File: config.mk
export PLATFORM = sky130hd
export DESIGN_NAME = id_hazard_ctrl_flat
export DESIGN_NICKNAME = d
export VERILOG_FILES = /design/src/rtl/id_hazard_ctrl_if.sv /design/src/rtl/id_hazard_ctrl.sv /design/src/flat_wrapper.sv
export SDC_FILE = /design/constraint.sdc
export NUM_CORES = 1
export LEC_CHECK = 0
export ABC_AREA = 1
export CORE_MARGIN = 3
export CORE_UTILIZATION = 35
export CTS_CLUSTER_SIZE = 30
export DETAILED_ROUTE_END_ITERATION = 8
export GPL_TIMING_DRIVEN = 0
export PLACE_DENSITY = 0.82
export SLEW_MARGIN = 20
export SYNTH_ARGS = -nofsm -noshare
export SYNTH_HDL_FRONTEND = slang
export SYNTH_SLANG_ARGS = --single-unit
export TNS_END_PERCENT = 1
File: constraint.sdc
create_clock -name clk_IDEX -period 1.55 [get_ports clk_IDEX]
set_clock_uncertainty 0.05 [all_clocks]
set_input_delay 0.155 -clock clk_IDEX [delete_from_list [all_inputs] [get_ports clk_IDEX]]
set_output_delay 0.155 -clock clk_IDEX [all_outputs]
set_load 0.02 [all_outputs]
File: src/rtl/id_hazard_ctrl_if.sv
// ID-stage hazard controller bundle: decode/pipeline status in, stall/flush controls out.
interface id_hazard_ctrl_if;
  logic        valid_ID;
  logic [4:0]  rs1_addr_ID;
  logic [4:0]  rs2_addr_ID;
  logic        rs1_used_ID;
  logic        rs2_used_ID;
  logic [4:0]  rd_EX;
  logic        regwrite_EX;
  logic [4:0]  rd_MEM;
  logic        regwrite_MEM;
  logic        redirect_MEM;
  logic        en_PC;
  logic        en_IFID;
  logic        NOP_IFID;
  logic        en_IDEX;
  logic        NOP_IDEX;
  logic        NOP_EXMEM;
  logic        stall_timeout;
  logic [31:0] perf_stall_cnt;
  logic [31:0] perf_flush_cnt;

  modport master (
    output valid_ID, rs1_addr_ID, rs2_addr_ID, rs1_used_ID, rs2_used_ID,
           rd_EX, regwrite_EX, rd_MEM, regwrite_MEM, redirect_MEM,
    input  en_PC, en_IFID, NOP_IFID, en_IDEX, NOP_IDEX, NOP_EXMEM,
           stall_timeout, perf_stall_cnt, perf_flush_cnt
  );

  modport slave (
    input  valid_ID, rs1_addr_ID, rs2_addr_ID, rs1_used_ID, rs2_used_ID,
           rd_EX, regwrite_EX, rd_MEM, regwrite_MEM, redirect_MEM,
    output en_PC, en_IFID, NOP_IFID, en_IDEX, NOP_IDEX, NOP_EXMEM,
           stall_timeout, perf_stall_cnt, perf_flush_cnt
  );
endinterface

File: src/rtl/id_hazard_ctrl.sv
// ID-stage RAW stall / redirect flush controller for the no-forwarding 5-stage pipeline.
// Define HAZ_PERF_EN to build the stall/flush performance counters.
module id_hazard_ctrl #(
  parameter int REDIRECT_BUBBLES = 1,
  parameter int MAX_STALL        = 15
) (
  input logic             clk_IDEX,
  input logic             rst_IDEX,
  id_hazard_ctrl_if.slave hz
);
  localparam logic [0:0] ST_RUN   = 1'b0;
  localparam logic [0:0] ST_REDIR = 1'b1;

  logic [0:0] state;
  logic [2:0] bubble_cnt;
  logic [7:0] stall_run;
  logic       timeout_q;
  logic       hz1, hz2, hazard;
  logic [8:0] stall_inc;
  logic [5:0] ctrl;

  // WB is not compared: the register file writes in the first half-cycle.
  always_comb begin
    hz1 = hz.rs1_used_ID && (hz.rs1_addr_ID != 5'd0) &&
          ((hz.regwrite_EX  && (hz.rs1_addr_ID == hz.rd_EX)) ||
           (hz.regwrite_MEM && (hz.rs1_addr_ID == hz.rd_MEM)));
    hz2 = hz.rs2_used_ID && (hz.rs2_addr_ID != 5'd0) &&
          ((hz.regwrite_EX  && (hz.rs2_addr_ID == hz.rd_EX)) ||
           (hz.regwrite_MEM && (hz.rs2_addr_ID == hz.rd_MEM)));
    hazard    = hz.valid_ID && (hz1 || hz2);
    stall_inc = {1'b0, stall_run} + 9'd1;
  end

  // ctrl = {en_PC, en_IFID, en_IDEX, NOP_IFID, NOP_IDEX, NOP_EXMEM}
  always_comb begin
    ctrl = 6'b000000;
    if (!rst_IDEX) begin
      if (hz.redirect_MEM)      ctrl = 6'b111111;
      else if (state == ST_REDIR) ctrl = 6'b111110;
      else if (hazard)          ctrl = 6'b001010;
      else                      ctrl = 6'b111000;
    end
  end

  assign {hz.en_PC, hz.en_IFID, hz.en_IDEX, hz.NOP_IFID, hz.NOP_IDEX, hz.NOP_EXMEM} = ctrl;
  assign hz.stall_timeout = timeout_q;

  always_ff @(posedge clk_IDEX or posedge rst_IDEX) begin
    if (rst_IDEX) begin
      state      <= ST_RUN;
      bubble_cnt <= 3'd0;
      stall_run  <= 8'd0;
      timeout_q  <= 1'b0;
    end else if (hz.redirect_MEM) begin
      stall_run  <= 8'd0;
      bubble_cnt <= 3'(REDIRECT_BUBBLES);
      state      <= (REDIRECT_BUBBLES == 0) ? ST_RUN : ST_REDIR;
    end else if (state == ST_REDIR) begin
      stall_run  <= 8'd0;
      bubble_cnt <= bubble_cnt - 3'd1;
      if (bubble_cnt == 3'd1) state <= ST_RUN;
    end else if (hazard) begin
      if (stall_run != 8'hFF) stall_run <= stall_inc[7:0];
      if (stall_inc >= 9'(MAX_STALL)) timeout_q <= 1'b1;
    end else begin
      stall_run <= 8'd0;
    end
  end

`ifdef HAZ_PERF_EN
  logic [31:0] perf_stall_q, perf_flush_q;
  logic        stall_applied;

  assign stall_applied     = !hz.redirect_MEM && (state == ST_RUN) && hazard;
  assign hz.perf_stall_cnt = perf_stall_q;
  assign hz.perf_flush_cnt = perf_flush_q;

  always_ff @(posedge clk_IDEX or posedge rst_IDEX) begin
    if (rst_IDEX) begin
      perf_stall_q <= 32'd0;
      perf_flush_q <= 32'd0;
    end else begin
      if (stall_applied) perf_stall_q <= perf_stall_q + 32'd1;
      if (ctrl[2])       perf_flush_q <= perf_flush_q + 32'd1;
    end
  end
`else
  assign hz.perf_stall_cnt = 32'd0;
  assign hz.perf_flush_cnt = 32'd0;
`endif
endmodule

File: src/flat_wrapper.sv
// flat-port wrapper written by rule: the top's interface ports become plain ports
module id_hazard_ctrl_flat 
#(
  parameter int REDIRECT_BUBBLES = 1,
  parameter int MAX_STALL        = 15
)
  (clk_IDEX, rst_IDEX, hz_valid_ID, hz_rs1_addr_ID, hz_rs2_addr_ID, hz_rs1_used_ID, hz_rs2_used_ID, hz_rd_EX, hz_regwrite_EX, hz_rd_MEM, hz_regwrite_MEM, hz_redirect_MEM, hz_en_PC, hz_en_IFID, hz_NOP_IFID, hz_en_IDEX, hz_NOP_IDEX, hz_NOP_EXMEM, hz_stall_timeout, hz_perf_stall_cnt, hz_perf_flush_cnt);
  id_hazard_ctrl_if hz_i ();
  input logic clk_IDEX;
  input logic rst_IDEX;
  input wire logic [$bits(hz_i.valid_ID)-1:0] hz_valid_ID;
  input wire logic [$bits(hz_i.rs1_addr_ID)-1:0] hz_rs1_addr_ID;
  input wire logic [$bits(hz_i.rs2_addr_ID)-1:0] hz_rs2_addr_ID;
  input wire logic [$bits(hz_i.rs1_used_ID)-1:0] hz_rs1_used_ID;
  input wire logic [$bits(hz_i.rs2_used_ID)-1:0] hz_rs2_used_ID;
  input wire logic [$bits(hz_i.rd_EX)-1:0] hz_rd_EX;
  input wire logic [$bits(hz_i.regwrite_EX)-1:0] hz_regwrite_EX;
  input wire logic [$bits(hz_i.rd_MEM)-1:0] hz_rd_MEM;
  input wire logic [$bits(hz_i.regwrite_MEM)-1:0] hz_regwrite_MEM;
  input wire logic [$bits(hz_i.redirect_MEM)-1:0] hz_redirect_MEM;
  output wire logic [$bits(hz_i.en_PC)-1:0] hz_en_PC;
  output wire logic [$bits(hz_i.en_IFID)-1:0] hz_en_IFID;
  output wire logic [$bits(hz_i.NOP_IFID)-1:0] hz_NOP_IFID;
  output wire logic [$bits(hz_i.en_IDEX)-1:0] hz_en_IDEX;
  output wire logic [$bits(hz_i.NOP_IDEX)-1:0] hz_NOP_IDEX;
  output wire logic [$bits(hz_i.NOP_EXMEM)-1:0] hz_NOP_EXMEM;
  output wire logic [$bits(hz_i.stall_timeout)-1:0] hz_stall_timeout;
  output wire logic [$bits(hz_i.perf_stall_cnt)-1:0] hz_perf_stall_cnt;
  output wire logic [$bits(hz_i.perf_flush_cnt)-1:0] hz_perf_flush_cnt;
  assign hz_i.valid_ID = hz_valid_ID;
  assign hz_i.rs1_addr_ID = hz_rs1_addr_ID;
  assign hz_i.rs2_addr_ID = hz_rs2_addr_ID;
  assign hz_i.rs1_used_ID = hz_rs1_used_ID;
  assign hz_i.rs2_used_ID = hz_rs2_used_ID;
  assign hz_i.rd_EX = hz_rd_EX;
  assign hz_i.regwrite_EX = hz_regwrite_EX;
  assign hz_i.rd_MEM = hz_rd_MEM;
  assign hz_i.regwrite_MEM = hz_regwrite_MEM;
  assign hz_i.redirect_MEM = hz_redirect_MEM;
  assign hz_en_PC = hz_i.en_PC;
  assign hz_en_IFID = hz_i.en_IFID;
  assign hz_NOP_IFID = hz_i.NOP_IFID;
  assign hz_en_IDEX = hz_i.en_IDEX;
  assign hz_NOP_IDEX = hz_i.NOP_IDEX;
  assign hz_NOP_EXMEM = hz_i.NOP_EXMEM;
  assign hz_stall_timeout = hz_i.stall_timeout;
  assign hz_perf_stall_cnt = hz_i.perf_stall_cnt;
  assign hz_perf_flush_cnt = hz_i.perf_flush_cnt;
  id_hazard_ctrl #(.REDIRECT_BUBBLES(REDIRECT_BUBBLES), .MAX_STALL(MAX_STALL)) u_core (.clk_IDEX(clk_IDEX), .rst_IDEX(rst_IDEX), .hz(hz_i));
endmodule
==> impl_summary.md <==
Route
The number of DRC markers after the initial detailed-route iteration is between 50 and 60. The routed via count is 1,737. Dividing the detail-routed wire length by the instance count gives approximately 9.5 microns.

The total detailed-routing wirelength is 4180 microns. Once detail routing completed, the nets flagged for antenna violations numbered 0. The count of TritonRoute iterations in the first routing pass is 4. The DRC violation count after routing is 0. After detailed routing, the number of vias per cell comes to 3.93.

Critical path
Counting both buffers and inverters, the worst setup path holds a total of 3. At the worst endpoint, the required time is 1.34 ns. The worst setup path is captured at an output pin.

At the worst endpoint, the arrival time is roughly 1.3 ns. The capturing point of the worst reg2reg path is u_core.hz.stall_timeout$_DFFE_PP0P_. The worst stage delay on the critical path is 0.42 ns. The kind of cell with the highest combined delay along the critical path is flip-flops. The worst setup path startpoint is u_core.state$_DFF_PP0_. The cell count of the worst reg-to-reg path is 12. STA classifies the critical path startpoint as a register. The worst reg-to-reg setup slack is 0.02 ns. The critical path in this run is classified as register to output pin. Along the worst path, the maximum fanout reaches 6. The standard cell with the maximum stage delay on the critical path is sky130_fd_sc_hd__dfrtp_1.

In this run the critical register-to-register path is launched from u_core.stall_run[0]$_DFFE_PP0P_. Walking the worst path, the cells encountered are nor2_4, nand3_4, nand2_2, inv_2, buf_4, buf_6.

Floorplan
The die boundary height is 75.0 microns. The region available for standard cell placement spans 0.00447 sq mm. The effective utilization at floorplan is a little under two fifths. The floorplan has 24 rows. Measured along the x axis, the die boundary spans 75.0 microns. During I/O placement, the number of pins put on the boundary was 99. The area of the die is around 0.0056 sq mm.

Global routing
The initial antenna violation count came to 0. The combined global-route utilization of all metal layers is 13.0%. The number of global-route vias before repair is 1,394. Summed over all layers, the global routing overflow is 0. Entering global routing, the biggest net connects 10 pins.

The wire length of the first global-routing pass is 5810 microns.

Place
The setup slack at placement is -0.924 ns. Port buffering added 34 buffers. The placed wire-length estimate after detailed placement is 3200 microns.

At the end of routability-driven placement, the weighted congestion stood at 0.894. Counting tap cells, the placed design contains a total of 421 instances.

CTS
Counting the buffers created by CTS gives 3. The root buffer cell chosen for the clock tree is sky130_fd_sc_hd__clkbuf_8. The clock latency on the worst-skew pair is roughly 0.25 ns. The maximum number of buffers from clock root to sink is 2.

CTS built an H-tree with a depth of 1. Clock-pin slew was measured on the worst setup and hold paths at about 0.060 ns. TritonCTS built the clock tree. The total number of clock tree sinks is 13.

Synth
The number of distinct library cells after synthesis is 20. The synthesized design spends more area on one cell type than any other, namely sky130_fd_sc_hd__buf_4. Ranked by total cell area, the synthesized netlist is headed by sky130_fd_sc_hd__buf_4, sky130_fd_sc_hd__dfrtp_1, sky130_fd_sc_hd__nand2_1, sky130_fd_sc_hd__inv_1, sky130_fd_sc_hd__nor2_1. Synthesis inferred 13 register bits.

The synthesized area divided by synthesized cell count is 6.13 sq um. The post-synthesis instance total is 272. The share of the synthesized area in the top cell type is 29.3%. The post-synthesis instance area is 0.00167 sq mm. The share of the Yosys chip area taken by registers is around 20%. During synthesis, Yosys emitted a total of 0 warnings.

Timing
The final max-slew violation count is 0. The slack of the critical path is 0.0231 ns. The worst hold slack after final layout is ~0.067 ns. Setup repair after global routing could not meet its margin everywhere. The final-report hold violation count is 0. The achievable clock frequency is between 600 and 700 MHz. The part of the cycle the worst path needs is 98.5%.

The routed design could run at a clock period as short as 1.53 ns. Setup violations remaining at the end of the flow were counted as 0.

Flow run
Across the run, the number of max-cap violations was 0.

Final layout
The number of antenna repair diodes is 0. The most frequent standard cell in the layout excluding fill and tap cells is sky130_fd_sc_hd__buf_4. The final cell count without fillers is 442. The top cell types in the final layout, fill and taps aside, are sky130_fd_sc_hd__buf_4, sky130_fd_sc_hd__nand2_1, sky130_fd_sc_hd__conb_1. The fraction of final layout cells sized beyond drive strength 1 is between 30 and 40%. The post-layout net count is 423.

The growth of design area from synthesis to finish is 50.4%.

Power
The power per unit of standard cell area is around 550 mW/mm^2. The worst vdd rail ir drop is roughly 0.27 mV. The leakage power is 1.56 nW.

Run status
The flow ran to the end, and the final reports show no timing, DRC or antenna violations.

Min path
The path category of the worst min-delay check is input pin to async pin.
## repair_timing
action	in CTS	in global routing
pin swaps	11	27
endpoints found under the hold margin	0	5
endpoints found under the setup margin	7	4
resized for setup	63	89
buffers inserted	4	12
hold buffers	0	1
## where the power goes
group / switching [mW] / internal, mW / total, mW
clock network: 0.124 / 0.182 / 0.306
logic: 0.374 / 0.278 / 0.652
registers: 0.0353 / 0.384 / 0.420
total: 0.534 / 0.845 / 1.38
## metrics by stage
step	TNS, ns	power (mW)	util [%]	cell area [sq um]
after floorplan	0	0.867	-	1900
after detailed placement	-4.82	1.03	51.6	2310
after global routing	-0.141	1.47	56.0	2510
final	0	1.38	56.0	2510
after CTS	-0.132	1.34	53.4	2390
after global placement	-4.32	1.02	51.6	2310
## cells in the mapped netlist
master                     count
sky130_fd_sc_hd__a21oi_1      10
sky130_fd_sc_hd__a31oi_1       1
sky130_fd_sc_hd__buf_4        65
sky130_fd_sc_hd__clkinv_2      1
sky130_fd_sc_hd__conb_1        1
sky130_fd_sc_hd__dfrtp_1      13
sky130_fd_sc_hd__ha_1          4
sky130_fd_sc_hd__inv_1        34
sky130_fd_sc_hd__inv_2         2
sky130_fd_sc_hd__nand2_1      85
sky130_fd_sc_hd__nand2_2       2
sky130_fd_sc_hd__nand3_1      10
sky130_fd_sc_hd__nand3_4       1
sky130_fd_sc_hd__nand4_1       4
sky130_fd_sc_hd__nor2_1       28
sky130_fd_sc_hd__nor2_2        1
sky130_fd_sc_hd__nor2_4        1
sky130_fd_sc_hd__o21ai_0       6
sky130_fd_sc_hd__xnor2_1       1
sky130_fd_sc_hd__xor2_1        2
## routing by layer
metal | GRT usage (%) | share of wire (%)
met1 | 14.8 | 37
met2 | 24.6 | 53
met3 | 2.40 | 8.7
met4 | 3.16 | 1.1
met5 | 0 | 0
## cells by family after synthesis
kind of cell / synth area share (%)
AOI/OAI and AO/OA: 5.18
xor gates and xnor gates: 1.58
adders and majority gates: 3.00
buffers and inverters: 37.7
DFF: 19.5
other: 0.225
and+or+nand+nor: 32.8
## worst max path at each step
| stage | to | slack [ns] | cells after the start |
|---|---|---|---|
| 2_1_floorplan | u_core.hz.stall_timeout$_DFFE_PP0P_ | 0.07 | 12 |
| 3_3_place_gp | hz_en_PC | -0.87 | 14 |
| 3_5_place_dp | hz_en_PC | -0.92 | 14 |
| 4_1_cts | hz_en_PC | -0.09 | 14 |
| 5_1_grt | u_core.hz.stall_timeout$_DFFE_PP0P_ | -0.11 | 12 |
| 6_report | hz_en_PC | 0.02 | 6 |
## final cells by class
class	count	area [sq um]
Buffer	65	488
Inverter	37	145
Timing Repair Buffer	51	404
Multi-Input combinational cell	220	1030
Tap cell	52	65.1
Clock buffer	4	45.0
Fill cell	428	1970
Sequential cell	13	327
## tightest hold or removal path: stages
cell,delay (ns)
sky130_fd_sc_hd__dlymetal6s2s_1,0.17
sky130_fd_sc_hd__clkinvlp_4,0.10
sky130_fd_sc_hd__buf_4,0.11
sky130_fd_sc_hd__buf_4,0.16
## state kept, by name, indices dropped and copies added (netlist names)
register	count
u_core.hz.stall_timeout	1
u_core.bubble_cnt	3
u_core.state	1
u_core.stall_run	8
Note: power is estimated with default switching activity, not from simulation.
